## config.mk

```make
export PLATFORM = sky130hd
export DESIGN_NAME = p2s_framer_flat
export DESIGN_NICKNAME = d
export VERILOG_FILES = /design/src/rtl/serial_pkg.sv /design/src/rtl/p2s_framer_if.sv /design/src/rtl/word_fifo.sv /design/src/rtl/p2s_framer.sv /design/src/flat_wrapper.sv
export SDC_FILE = /design/constraint.sdc
export NUM_CORES = 1
export LEC_CHECK = 0
export BUFFER_PORTS_ARGS = -buffer_cell sky130_fd_sc_hd__buf_2
export CORE_ASPECT_RATIO = 1.2
export CORE_MARGIN = 2
export CORE_UTILIZATION = 30
export CTS_CLUSTER_DIAMETER = 60
export DETAILED_ROUTE_END_ITERATION = 16
export SYNTH_ARGS = -nofsm -noshare
export SYNTH_HDL_FRONTEND = slang
export SYNTH_SLANG_ARGS = --single-unit
```

## constraint.sdc

```tcl
create_clock -name clk -period 6.8 [get_ports clk]
set_input_delay 0 -clock clk [delete_from_list [all_inputs] [get_ports clk]]
set_output_delay 0 -clock clk [all_outputs]
set_load 0.02 [all_outputs]
```

## src/rtl/serial_pkg.sv

```systemverilog
// Shared definitions for the serial link: word/length widths, framer FSM
// encoding, the FIFO payload layout and the length-to-bit-count mapping.
package serial_pkg;

  localparam int unsigned WORD_W   = 16;
  localparam int unsigned LEN_W    = 4;
  localparam int unsigned BITCNT_W = 5;               // must hold 16
  localparam int unsigned FIFO_W   = WORD_W + LEN_W;  // {len, data}

  typedef enum logic [1:0] {
    ST_IDLE  = 2'd0,
    ST_SHIFT = 2'd1,
    ST_GAP   = 2'd2
  } state_e;

  typedef struct packed {
    logic [LEN_W-1:0]  len;
    logic [WORD_W-1:0] data;
  } word_t;

  // Length field 0 stands for a full 16-bit word.
  function automatic logic [BITCNT_W-1:0] len_to_bits(input logic [LEN_W-1:0] len);
    return (len == '0) ? BITCNT_W'(WORD_W) : BITCNT_W'(len);
  endfunction

endpackage

```

## src/rtl/p2s_framer_if.sv

```systemverilog
// Bus bundle between a word producer / serial consumer and p2s_framer.
//   in_data/in_len/in_valid : producer -> framer word handshake
//   in_ready                : framer -> producer, FIFO not full
//   ser_data/ser_enable     : serial bit stream and qualifier
//   len_out                 : length code of the word in flight
//   busy/done               : activity flag and per-word completion pulse
// slave is the framer side, master is the producer/consumer side.
interface p2s_framer_if;
  import serial_pkg::*;

  logic [WORD_W-1:0] in_data;
  logic [LEN_W-1:0]  in_len;
  logic              in_valid;
  logic              in_ready;
  logic              ser_data;
  logic              ser_enable;
  logic [LEN_W-1:0]  len_out;
  logic              busy;
  logic              done;

  modport master (
    output in_data, in_len, in_valid,
    input  in_ready, ser_data, ser_enable, len_out, busy, done
  );

  modport slave (
    input  in_data, in_len, in_valid,
    output in_ready, ser_data, ser_enable, len_out, busy, done
  );

endinterface

```

## src/rtl/word_fifo.sv

```systemverilog
// Synchronous FIFO holding {len, data} words for the framer.
//   clk, reset : clock, asynchronous active-high reset
//   push/wdata : write strobe and payload (ignored while full)
//   pop        : read strobe (ignored while empty); head_c shows the oldest entry
//   full/empty/count : registered occupancy status
module word_fifo #(
  parameter int unsigned WIDTH = 20,
  parameter int unsigned DEPTH = 4
) (
  input  logic                   clk,
  input  logic                   reset,
  input  logic                   push,
  input  logic [WIDTH-1:0]       wdata,
  input  logic                   pop,
  output logic [WIDTH-1:0]       head_c,
  output logic                   full,
  output logic                   empty,
  output logic [$clog2(DEPTH):0] count
);

  localparam int unsigned PTR_W = $clog2(DEPTH);
  localparam int unsigned CNT_W = $clog2(DEPTH) + 1;

  logic [WIDTH-1:0] mem [DEPTH];
  logic [PTR_W-1:0] wr_ptr;
  logic [PTR_W-1:0] rd_ptr;
  logic [CNT_W-1:0] count_nx;
  logic             do_push;
  logic             do_pop;

  // Qualified strobes and next occupancy; simultaneous push/pop leaves count unchanged.
  always_comb begin
    do_push  = push && !full;
    do_pop   = pop && !empty;
    count_nx = count;
    if (do_push && !do_pop) begin
      count_nx = count + CNT_W'(1);
    end else if (!do_push && do_pop) begin
      count_nx = count - CNT_W'(1);
    end
  end

  // Pointers wrap naturally because DEPTH is a power of two.
  always_ff @(posedge clk or posedge reset) begin
    if (reset) begin
      wr_ptr <= '0;
      rd_ptr <= '0;
      count  <= '0;
      full   <= 1'b0;
      empty  <= 1'b1;
    end else begin
      if (do_push) wr_ptr <= wr_ptr + PTR_W'(1);
      if (do_pop)  rd_ptr <= rd_ptr + PTR_W'(1);
      count <= count_nx;
      full  <= (count_nx == CNT_W'(DEPTH));
      empty <= (count_nx == '0);
    end
  end

  // Storage needs no reset; occupancy decides what is valid.
  always_ff @(posedge clk) begin
    if (do_push) mem[wr_ptr] <= wdata;
  end

  assign head_c = mem[rd_ptr];

endmodule

```

## src/rtl/p2s_framer.sv

```systemverilog
// Parallel-to-serial framer: buffers {len, data} words and sends each one
// MSB-first (bit L-1 down to bit 0) with ser_enable high for L cycles,
// followed by GAP idle cycles. All bus outputs are registered.
//   clk, reset : clock, asynchronous active-high reset
//   bus        : p2s_framer_if.slave (word handshake in, serial stream out)
module p2s_framer
  import serial_pkg::*;
#(
  parameter int unsigned GAP        = 1,
  parameter int unsigned FIFO_DEPTH = 4
) (
  input  logic            clk,
  input  logic            reset,
  p2s_framer_if.slave     bus
);

  localparam int unsigned GAP_W = $clog2(GAP + 1);
  localparam int unsigned CNT_W = $clog2(FIFO_DEPTH) + 1;

  state_e              state;
  state_e              state_nx;
  logic [WORD_W-1:0]   shreg;
  logic [WORD_W-1:0]   shreg_nx;
  logic [BITCNT_W-1:0] bitcnt;
  logic [BITCNT_W-1:0] bitcnt_nx;
  logic [GAP_W-1:0]    gapcnt;
  logic [GAP_W-1:0]    gapcnt_nx;
  logic [LEN_W-1:0]    len_nx;
  logic [3:0]          bit_idx;
  logic                load;
  logic                push;
  logic                pop;
  logic                ser_data_nx;
  logic                ser_enable_nx;
  logic                done_nx;
  logic                busy_nx;
  logic                in_ready_nx;

  logic [FIFO_W-1:0]   head_raw_c;
  word_t               head;
  logic                fifo_full;
  logic                fifo_empty;
  logic [CNT_W-1:0]    fifo_count;
  logic [CNT_W-1:0]    cnt_nx;

  word_fifo #(
    .WIDTH (FIFO_W),
    .DEPTH (FIFO_DEPTH)
  ) u_fifo (
    .clk    (clk),
    .reset  (reset),
    .push   (push),
    .wdata  ({bus.in_len, bus.in_data}),
    .pop    (pop),
    .head_c (head_raw_c),
    .full   (fifo_full),
    .empty  (fifo_empty),
    .count  (fifo_count)
  );

  assign head = word_t'(head_raw_c);

  // Next state, counters and the next value of every registered output.
  always_comb begin
    state_nx  = state;
    shreg_nx  = shreg;
    bitcnt_nx = bitcnt;
    gapcnt_nx = gapcnt;
    len_nx    = bus.len_out;
    load      = 1'b0;
    done_nx   = 1'b0;

    unique case (state)
      ST_IDLE: begin
        if (!fifo_empty) load = 1'b1;
      end
      ST_SHIFT: begin
        if (bitcnt == BITCNT_W'(1)) begin
          state_nx  = ST_GAP;
          gapcnt_nx = GAP_W'(GAP);
          done_nx   = 1'b1;
        end else begin
          bitcnt_nx = bitcnt - BITCNT_W'(1);
        end
      end
      ST_GAP: begin
        if (gapcnt == GAP_W'(1)) begin
          if (!fifo_empty) load = 1'b1;
          else             state_nx = ST_IDLE;
        end else begin
          gapcnt_nx = gapcnt - GAP_W'(1);
        end
      end
      default: state_nx = ST_IDLE;
    endcase

    // Pop the FIFO head straight into the shifter.
    if (load) begin
      state_nx  = ST_SHIFT;
      shreg_nx  = head.data;
      len_nx    = head.len;
      bitcnt_nx = len_to_bits(head.len);
    end

    pop  = load;
    push = bus.in_valid && !fifo_full;

    cnt_nx        = fifo_count + CNT_W'(push) - CNT_W'(pop);
    ser_enable_nx = (state_nx == ST_SHIFT);
    bit_idx       = 4'(bitcnt_nx - BITCNT_W'(1));
    ser_data_nx   = ser_enable_nx && shreg_nx[bit_idx];
    busy_nx       = (state_nx != ST_IDLE) || (cnt_nx != '0);
    in_ready_nx   = (cnt_nx != CNT_W'(FIFO_DEPTH));
  end

  // State, datapath and output registers.
  always_ff @(posedge clk or posedge reset) begin
    if (reset) begin
      state          <= ST_IDLE;
      shreg          <= '0;
      bitcnt         <= '0;
      gapcnt         <= '0;
      bus.ser_data   <= 1'b0;
      bus.ser_enable <= 1'b0;
      bus.len_out    <= '0;
      bus.busy       <= 1'b0;
      bus.done       <= 1'b0;
      bus.in_ready   <= 1'b1;
    end else begin
      state          <= state_nx;
      shreg          <= shreg_nx;
      bitcnt         <= bitcnt_nx;
      gapcnt         <= gapcnt_nx;
      bus.ser_data   <= ser_data_nx;
      bus.ser_enable <= ser_enable_nx;
      bus.len_out    <= len_nx;
      bus.busy       <= busy_nx;
      bus.done       <= done_nx;
      bus.in_ready   <= in_ready_nx;
    end
  end

endmodule

```

## src/flat_wrapper.sv

```systemverilog
// flat-port wrapper written by rule: the top's interface ports become plain ports
module p2s_framer_flat import serial_pkg::*;
#(
  parameter int unsigned GAP        = 1,
  parameter int unsigned FIFO_DEPTH = 4
)
  (clk, reset, bus_in_data, bus_in_len, bus_in_valid, bus_in_ready, bus_ser_data, bus_ser_enable, bus_len_out, bus_busy, bus_done);
  p2s_framer_if bus_i ();
  input  logic clk;
  input  logic reset;
  input wire logic [$bits(bus_i.in_data)-1:0] bus_in_data;
  input wire logic [$bits(bus_i.in_len)-1:0] bus_in_len;
  input wire logic [$bits(bus_i.in_valid)-1:0] bus_in_valid;
  output wire logic [$bits(bus_i.in_ready)-1:0] bus_in_ready;
  output wire logic [$bits(bus_i.ser_data)-1:0] bus_ser_data;
  output wire logic [$bits(bus_i.ser_enable)-1:0] bus_ser_enable;
  output wire logic [$bits(bus_i.len_out)-1:0] bus_len_out;
  output wire logic [$bits(bus_i.busy)-1:0] bus_busy;
  output wire logic [$bits(bus_i.done)-1:0] bus_done;
  assign bus_i.in_data = bus_in_data;
  assign bus_i.in_len = bus_in_len;
  assign bus_i.in_valid = bus_in_valid;
  assign bus_in_ready = bus_i.in_ready;
  assign bus_ser_data = bus_i.ser_data;
  assign bus_ser_enable = bus_i.ser_enable;
  assign bus_len_out = bus_i.len_out;
  assign bus_busy = bus_i.busy;
  assign bus_done = bus_i.done;
  p2s_framer #(.GAP(GAP), .FIFO_DEPTH(FIFO_DEPTH)) u_core (.clk(clk), .reset(reset), .bus(bus_i));
endmodule
```

==> impl_metrics.ini, run 1 <==
[cells_and_area]
antenna-diode-count = 0
finish.net_count = 384
share_of_post_route_cells_with_drive_strength_above_1_pct = 27.5
layout.cells.most_common = edfxtp_1
syn_to_final_growth_pct = 23.6
layout_common_cells = edfxtp_1, nand2_1, dfrtp_1

[worst_setup_path]
crit_path_end = u_core.bus.ser_data$_DFF_PP0_
arrival_ns = 3.74
worst_ep_required_time_ns = 7.10
worst_setup_path_end_kind = register
timing_worst_setup_path_type = reg2reg
worst_setup_sp_type = register
worst_r2r_endpoint = u_core.bus.ser_data$_DFF_PP0_
reg2reg_setup_slack_ns = 3.35
r2r_cells = 9
start_of_the_worst_register_to_register_path = u_core.state[0]$_DFF_PP0_
largest_fanout_on_the_critical_path = 26
worstSetupStartpoint = u_core.state[0]$_DFF_PP0_

[floorplanning]
std_cell_rows = 51
fp.dieW_microns = 121
design.portCount = 32
fp.dieArea_sq_um = 17500
coreArea_sq_um = 16100
die_height_microns = 145
initial_core_util_pct = 30.6

[power]
total_power_uw = 3020
pwr_density_cell_nw_per_um2 = 494
power.ir.vdd_worst_mv = 0.197
p_leak_uw = 0.00233

[yosys]
async_flop_share_pct = 34.4
ys_ff_latch = 122
syn_nets = 322
synth.lib_cells_used.distinct = 41
synth-warning-count = 0
synthesis.area_sq_um = 4940
synth_area_leaders = edfxtp_1, dfrtp_1, mux4_2
synthDominantCellAreaShare_pct = 48.6
synth.avg_cell_area_sq_um = 17.1
synth_cells = 288
share_of_synthesized_area_occupied_by_flip_flops_and_latches_pct = 70.0
synth_edf_count = 80
yosysTopAreaCell = edfxtp_1
synth_top_flop_cell = edfxtp_1

[global_routing]
globalRouteOverflowTotal = 0
vias_in_the_first_global_route = 2780
grt_pass1_wl_microns = 14600
grt_usage_pct = 11.4
grt_antenna_before_repair = 0
grt_max_degree = 43

[timing]
clock_skew_ns = 0.00742
finalWorstPathRequiredPeriod_ns = 3.45
max-slew-margin-rel_pct = 21.9
slew_limit_fails = 0
achievable-frequency_mhz = 290
grt_setup_unrepaired = no
setup-violations-final = 0
hold_violations = 0
final_hold_slack_ns = 0.155
tns_ns = 0
worstMarginPinSlew_ns = 1.17
final_critical_path_share_of_the_clock_period_pct = 50.7

[clock_network]
clkLatencyLatePin_ns = 0.41
library_cell_used_as_clock_root_buffer = clkbuf_16
cts_sinks = 122
post_cts_hold_buffer_count = 21
clock_transition_at_the_register_clock_pins_on_the_worst_setup_and_hold_paths_after_cts_ns = 0.05
resized_gates_after_cts = 0
cts_tree = yes
clockBufferDepth = 2
cts_setup_buffers = 0
cts-htree-levels = 4
tritoncts.num_buffers = 17

[flow_run]
max-cap-violations = 0

[detailed_routing]
vias = 2577
antenna_violating_nets_post_route = 0
count_of_routing_violations_after_the_opening_detailed_route_iteration = 121
firstDrtPassIters = 4
totalWireLength_microns = 9070
post_drt_wl_per_cell_microns = 15.8
drc_errors = 0
vias_per_cell = 4.48

[run_status]
outcome = finished, final reports clean

[placed_design]
placement.io_buffers = 31
place.detailed.hpwl_microns = 5590
finalWeightedCongestion = 0.814

[hold_path]
hp-class = in2reg
-- layer usage --
metal  part of all wire (%)  vias up  global-route usage [%]  routed length, microns
li1                       -     1204                       -                       -
met1                     45     1299                    13.6                    4090
met2                     49       55                    18.4                    4440
met4                    2.2        0                    5.94                     199
met3                    3.7       19                    3.71                     339
met5                      0        -                       0                       0
-- synthesized netlist by cell type, types with 3 or more instances --
cell type and count:
nand3_1 3, clkbuf_1 4, nor2_1 4, o21ai_0 3
mux4_2 21, and2_1 5, xnor2_1 9, nand2b_1 4
inv_1 10, nor2b_1 3, mux4_1 3, xor2_1 4
mux2_2 9, nand2_1 40, dfrtp_1 40, edfxtp_1 80
ha_1 10, buf_2 4
-- report_power, final --
group	switching, uW	leakage (uW)	internal, uW
logic	548	0.000816	495
registers	97.8	0.00123	1020
clock network	298	0.000280	559
total	944	0.00233	2070
-- worst min path at each step --
stage | startpoint | endpoint | slack, ns | cells past startpoint
3_3_place_gp | reset | u_core.bus.busy$_DFF_PP0_ | 0.16 | 3
2_1_floorplan | bus_in_data[0] | u_core.u_fifo.mem[0][0]$_DFFE_PP_ | 0.1 | 0
5_1_grt | bus_in_valid | u_core.u_fifo.wr_ptr[0]$_DFFE_PP0P_ | 0.18 | 3
4_1_cts | bus_in_valid | u_core.u_fifo.wr_ptr[0]$_DFFE_PP0P_ | 0.14 | 3
6_report | bus_in_valid | u_core.u_fifo.wr_ptr[0]$_DFFE_PP0P_ | 0.15 | 3
3_5_place_dp | reset | u_core.u_fifo.full$_DFF_PP0_ | 0.16 | 3
-- layout make-up --
class                   instances  area [sq um]
multi-input cells             145          1390
fillers                      1496         10000
inverters                      10          37.5
repair buffers                 54           380
flip-flops and latches        122          3460
clock buffers                  25           517
clock inverters                 7          62.6
well taps                     212           265
-- kinds of logic (layout without fill, tap and decap cells) --
logic type      Yosys count  in the layout  synth area share (%)
simple gates             71             71                  6.92
mux                      35             35                  13.6
flops                   122            122                  70.0
compound gates           14             14                  2.10
xor+xnor                 13             13                  2.31
fa+ha+maj                12             12                  3.14
buf+inv                  21             96                  1.93
-- flip-flops by register name, indices dropped and copies added (netlist names), 2 cells and up --
signal and cells:
u_core.u_fifo.rd_ptr 2, u_core.u_fifo.wr_ptr 2, u_core.bus.len_out 4, u_core.bitcnt 5, u_core.state 2, u_core.u_fifo.mem 80
u_core.u_fifo.count 3, u_core.shreg 16
-- per-stage QoR --
stage	util, %	cell area [sq um]	setup slack (ns)	instances
after CTS	37.8	6110	3.33	575
after global placement	32.9	5320	3.48	522
after detailed placement	32.9	5320	3.35	522
after global routing	37.8	6110	3.09	575
after floorplan	-	4940	3.93	288
final	37.8	6110	3.35	575
-- worst max-delay path, cell delays in order (launching register included) --
cell and delay (ns):
dfrtp_1 0.40, nor2_1 0.23, and2_1 0.88, a221o_1 0.54, inv_1 0.09, ha_1 0.21
xnor2_1 0.35, mux4_2 0.36, mux2i_1 0.19, o21ai_2 0.08
Power figures use the tool's default switching activity.
==> run 2: changes to the inputs <==
clock period = 3.4 ns   (was 6.8 ns; I/O delays follow)
==> run 2 against run 1 <==
Compared with the run above:
- fmax is 17% higher
- final cell count is 1.2% higher
- non-clock buffer count grew 7
- worst hold slack got worse by 0.049 ns
- die area stayed put
- global-route usage increased by 0.33 points
- sequential power grew 96%
- power is 100% higher
- worst setup slack got worse by 2.9 ns
- design area is 0.72% higher
- combinational power grew 110%
- clock power rose by 100%
- largest cell class unchanged
- largest power group unchanged
- highest routed layer unchanged
==> impl_metrics.ini, run 2 (synthesized netlist as in run 1, its figures left out) <==
[clock_network]
tritoncts.num_buffers = 17
clockBufferDepth = 2
cts_tree = yes
clock_transition_at_the_register_clock_pins_on_the_worst_setup_and_hold_paths_after_cts_ns = 0.06
clkLatencyLatePin_ns = 0.41
cts_sinks = 122
library_cell_used_as_clock_root_buffer = clkbuf_16
cts_setup_buffers = 0
cts-htree-levels = 4

[timing]
tns_ns = 0
finalWorstSetupSlack_ns = 0.458
worstMarginPinSlew_ns = 1.14
hold_violations = 0
slew_limit_fails = 0
clock_skew_ns = 0.00868
setup-violations-final = 0
final_critical_path_share_of_the_clock_period_pct = 86.5
achievable-frequency_mhz = 340
max-slew-margin-rel_pct = 23.8
grt_setup_unrepaired = no
finalWorstPathRequiredPeriod_ns = 2.94

[placed_design]
finalWeightedCongestion = 0.757
pre_cts_ws_ns = 0.479
placed_cells_incl_taps = 529
placement.io_buffers = 31
place.detailed.hpwl_microns = 5920

[floorplanning]
die_height_microns = 145
coreArea_sq_um = 16100
fp.dieArea_sq_um = 17500
std_cell_rows = 51
initial_core_util_pct = 30.6
design.portCount = 32
fp.dieW_microns = 121

[detailed_routing]
antenna_violating_nets_post_route = 0
totalWireLength_microns = 9230
post_drt_wl_per_cell_microns = 15.9
drc_errors = 0
vias = 2602
vias_per_cell = 4.47
count_of_routing_violations_after_the_opening_detailed_route_iteration = 147
firstDrtPassIters = 4

[cells_and_area]
finish.net_count = 391
register_area_sq_um = 3460
finalNonFillerCells = 582
layout.cells.most_common = edfxtp_1
syn_to_final_growth_pct = 24.5
antenna-diode-count = 0
layout_common_cells = edfxtp_1, nand2_1, dfrtp_1
share_of_post_route_cells_with_drive_strength_above_1_pct = 28.1
multi_input_area_sq_um = 1390
reg.largest.list = u_core.u_fifo.mem: 80 flops, u_core.shreg: 16 flops, u_core.bitcnt: 5 flops
largest-register = u_core.u_fifo.mem
fillCellCount = 1514
largest_register_ffs = 80

[worst_setup_path]
start_of_the_worst_register_to_register_path = u_core.bitcnt[1]$_DFF_PP0_
reg2reg_setup_slack_ns = 0.46
largest_fanout_on_the_critical_path = 7
worst_setup_sp_type = register
worst_r2r_endpoint = u_core.bus.ser_data$_DFF_PP0_
arrival_ns = 3.24
worst_setup_path_end_kind = register
crit_path_end = u_core.bus.ser_data$_DFF_PP0_
worst_ep_required_time_ns = 3.70
worstSetupStartpoint = u_core.bitcnt[1]$_DFF_PP0_
r2r_cells = 11
timing_worst_setup_path_type = reg2reg

[flow_run]
max-cap-violations = 0

[power]
power.ir.vdd_worst_mv = 0.344
p_leak_uw = 0.00235
pwr_density_cell_nw_per_um2 = 991
total_power_uw = 6090

[global_routing]
vias_in_the_first_global_route = 2785
globalRouteOverflowTotal = 0
grt_max_degree = 43
grt_pass1_wl_microns = 15000
grt_antenna_before_repair = 0
grt_usage_pct = 11.7

[hold_path]
hp-class = in2reg

[run_status]
outcome = finished, final reports clean
run 2: power breakdown:
part / internal (uW) / leakage, uW / switching, uW
sequential: 2040 / 0.00123 / 163
combinational: 1020 / 0.000852 / 1130
clock: 1140 / 0.000270 / 603
run 2: layout make-up:
cell class              instances  area share (%)
well taps                     212            4.31
inverters                      10           0.610
multi-input cells             145            22.6
flip-flops and latches        122            56.2
repair buffers                 61            7.04
clock inverters                 9            1.99
clock buffers                  23            7.28
run 2: repair_timing:
| item | 4_1_cts | 5_1_grt |
|---|---|---|
| resized for setup | 0 | 0 |
| hold endpoints to repair | 120 | 0 |
| hold buffers | 21 | 0 |
run 2: routing by layer:
layer	global-route usage (%)	wire, microns
met5	0	0
met4	5.39	110
met3	3.51	288
met2	19.4	4730
met1	14.1	4100
run 2: stage by stage:
stage	util (%)	cell area, sq um	hold WS [ns]
final	38.1	6150	0.105
after detailed placement	33.3	5370	0.165
after global placement	33.3	5370	0.158
after floorplan	-	4940	0.0989
after global routing	38.1	6150	0.161
after CTS	38.1	6150	0.107
run 2: worst min-delay path by stage:
stage | end | cells past startpoint | slack [ns] | startpoint
2_1_floorplan | u_core.u_fifo.mem[0][0]$_DFFE_PP_ | 0 | 0.1 | bus_in_data[0]
3_3_place_gp | u_core.bus.busy$_DFF_PP0_ | 3 | 0.16 | reset
3_5_place_dp | u_core.bus.busy$_DFF_PP0_ | 3 | 0.16 | reset
4_1_cts | u_core.u_fifo.wr_ptr[0]$_DFFE_PP0P_ | 4 | 0.11 | bus_in_valid
5_1_grt | u_core.u_fifo.wr_ptr[0]$_DFFE_PP0P_ | 4 | 0.16 | bus_in_valid
6_report | u_core.u_fifo.wr_ptr[0]$_DFFE_PP0P_ | 4 | 0.11 | bus_in_valid
run 2: critical path, cell delays in order, from the launching register on:
cell and delay, ns:
dfrtp_1 0.39, inv_1 0.09, ha_1 0.15, nor4b_1 0.39
or2_2 0.25, a221o_1 0.35, inv_1 0.08, ha_1 0.19
xnor2_1 0.32, mux4_2 0.35, mux2i_1 0.18, o21ai_2 0.08
==> run 3: changes to the inputs <==
CORE_MARGIN = default   (was 2)
CORE_UTILIZATION = 60   (was 30)
PLACE_DENSITY = 0.79   (was default)
clock period = 2.9 ns   (was 3.4 ns; I/O delays follow)
==> run 3 against run 2 <==
Compared with the run above:
- the run now ends with design-rule violations left
- count of clock-buffer cells in the layout decreased by 3
- fmax up 7.5%
- non-clock buffer count increased by 6
- routed wire length shrank 4.4%
==> impl_metrics.ini, run 3 (synthesized netlist as in run 1, its figures left out) <==
[floorplanning]
die_height_microns = 101
std_cell_rows = 35
initial_core_util_pct = 63.0
design.portCount = 32
fp.dieW_microns = 84.8
coreArea_sq_um = 7840
fp.dieArea_sq_um = 8600

[cells_and_area]
syn_to_final_growth_pct = 21.8
largest-register = u_core.u_fifo.mem
antenna-diode-count = 0
finish.net_count = 397
layout.cells.most_common = edfxtp_1
largest_register_ffs = 80
reg.largest.list = u_core.u_fifo.mem: 80 flops, u_core.shreg: 16 flops, u_core.bitcnt: 5 flops
layout_common_cells = edfxtp_1, nand2_1, dfrtp_1
share_of_post_route_cells_with_drive_strength_above_1_pct = 30.6

[timing]
worstMarginPinSlew_ns = 0.629
clock_skew_ns = 0.0116
grt_setup_unrepaired = no
final_critical_path_share_of_the_clock_period_pct = 94.4
tns_ns = 0
setup-violations-final = 0
achievable-frequency_mhz = 365
max-slew-margin-rel_pct = 58.0
slew_limit_fails = 0
finalWorstPathRequiredPeriod_ns = 2.74
hold_violations = 0
final_hold_slack_ns = 0.0686

[power]
pwr_density_cell_nw_per_um2 = 1190
power.combinational.fraction_pct = 38.1
sequentialPowerShare_pct = 36.3
p_leak_uw = 0.00237
power.ir.vdd_worst_mv = 0.679
netSwitchingFraction_pct = 32.4
power.share.clock_pct = 25.7
power_report.internal_total_uw = 4820
netSwitchingPower_uw = 2310

[worst_setup_path]
cpLargestDelayFamily = simple AND/OR/NAND/NOR gates
r2r_cells = 8
timing_worst_setup_path_type = reg2reg
critical-path-slowest-cell = or4b_2
largest_fanout_on_the_critical_path = 25
reg2reg_setup_slack_ns = 0.16
path_cells = nor2_1 > and2_1 > buf_4 > nand2b_1 > fa_1 > xnor2_1 > xnor2_1 > or4b_2
worst_setup_sp_type = register
crit_path_end = u_core.bus.busy$_DFF_PP0_
arrival_ns = 3.10
worstSetupStartpoint = u_core.state[0]$_DFF_PP0_
worst_ep_required_time_ns = 3.26
cp.buffers_inverters = 1
worst_r2r_endpoint = u_core.bus.busy$_DFF_PP0_
longest_individual_stage_delay_on_the_worst_path_ns = 0.60
critical-path-top-cell-by-count = xnor2_1
path_depth = 8
start_of_the_worst_register_to_register_path = u_core.state[0]$_DFF_PP0_
worst_setup_path_end_kind = register

[global_routing]
grt_max_degree = 28
grt.busiest_layer = met2
globalRouteOverflowTotal = 0
grt_pass1_wl_microns = 14500
vias_in_the_first_global_route = 2825
met1_usage_pct = 30.5
grt_use_met2_pct = 39.0
grt_usage_pct = 23.6
grt_use_met3_pct = 5.87
grt_antenna_before_repair = 0

[hold_path]
hp-class = in2reg

[clock_network]
library_cell_used_as_clock_root_buffer = clkbuf_8
clock_transition_at_the_register_clock_pins_on_the_worst_setup_and_hold_paths_after_cts_ns = 0.06
cts-htree-levels = 4
cts_tree = yes
cts_sinks = 122
cts_setup_buffers = 0
clkLatencyLatePin_ns = 0.51
tritoncts.num_buffers = 17
clockBufferDepth = 2

[placed_design]
finalWeightedCongestion = 0.819
place.detailed.hpwl_microns = 5460
placement.io_buffers = 31

[flow_run]
max-cap-violations = 0

[detailed_routing]
vias = 2670
antenna_violating_nets_post_route = 0
firstDrtPassIters = 10
post_drt_wl_per_cell_microns = 18.9
vias_per_cell = 5.71
drc_errors = 2
totalWireLength_microns = 8820
count_of_routing_violations_after_the_opening_detailed_route_iteration = 174

[run_status]
violations = design-rule violations
outcome = complete, but fails checks
[run 3: cell count changes in the layout (fill, tap and decap cells not counted), moves of 2 or more]
cell       previous run  this run
bufinv_16             3         1
clkbuf_1              6         3
clkinv_4              0         2
buf_4                 9        15
[run 3: area by class of cell]
type,count,area (sq um)
clock buffer,20,425
clock inverter,12,101
fill,422,1820
inverter,10,37.5
multi-input combinational,145,1400
sequential,122,3460
tap,92,115
timing repair buffer,67,478
[run 3: worst reg2reg max path: stages, from the launching register on]
cell	delay (ns)
dfrtp_1	0.40
nor2_1	0.22
and2_1	0.21
buf_4	0.30
nand2b_1	0.16
fa_1	0.43
xnor2_1	0.15
xnor2_1	0.13
or4b_2	0.60
[run 3: power by group through the flow]
stage	combinational (uW)	sequential (uW)	clock, uW
global route	2960	2630	1940
floorplan	1920	2620	0
detailed placement	2640	2610	0
CTS	2710	2580	1860
finish	2710	2590	1830
global placement	2560	2580	0
[run 3: what timing repair did]
item	4_1_cts	5_1_grt
resized for setup	0	2
hold buffers	21	0
endpoints found under the hold margin	95	0
setup endpoints to repair	0	1
[run 3: worst min-delay path by stage]
stage / from / end / slack, ns / cells after the start
floorplan: bus_in_data[0] / u_core.u_fifo.mem[0][0]$_DFFE_PP_ / 0.1 / 0
global placement: reset / u_core.u_fifo.wr_ptr[0]$_DFFE_PP0P_ / 0.10 / 2
global route: bus_in_valid / u_core.u_fifo.wr_ptr[0]$_DFFE_PP0P_ / 0.07 / 4
finish: bus_in_valid / u_core.u_fifo.wr_ptr[0]$_DFFE_PP0P_ / 0.07 / 4
CTS: bus_in_valid / u_core.u_fifo.wr_ptr[0]$_DFFE_PP0P_ / 0.06 / 4
detailed placement: reset / u_core.u_fifo.wr_ptr[0]$_DFFE_PP0P_ / 0.12 / 2
[run 3: per-stage QoR]
step	area, sq um	total power, uW	util (%)	cells	setup slack (ns)
floorplan	4940	4540	-	288	0.0329
finish	6010	7130	76.7	468	0.164
global route	6010	7520	76.7	468	0.0110
global placement	5260	5130	67.2	415	0.244
CTS	6000	7150	76.6	468	0.00542
detailed placement	5260	5240	67.2	415	0.165
[run 3: routing by layer]
layer | vias up | wire (microns)
li1 | 1227 | -
met1 | 1353 | 3790
met2 | 81 | 4500
met3 | 9 | 365
met4 | 0 | 167
met5 | - | 0
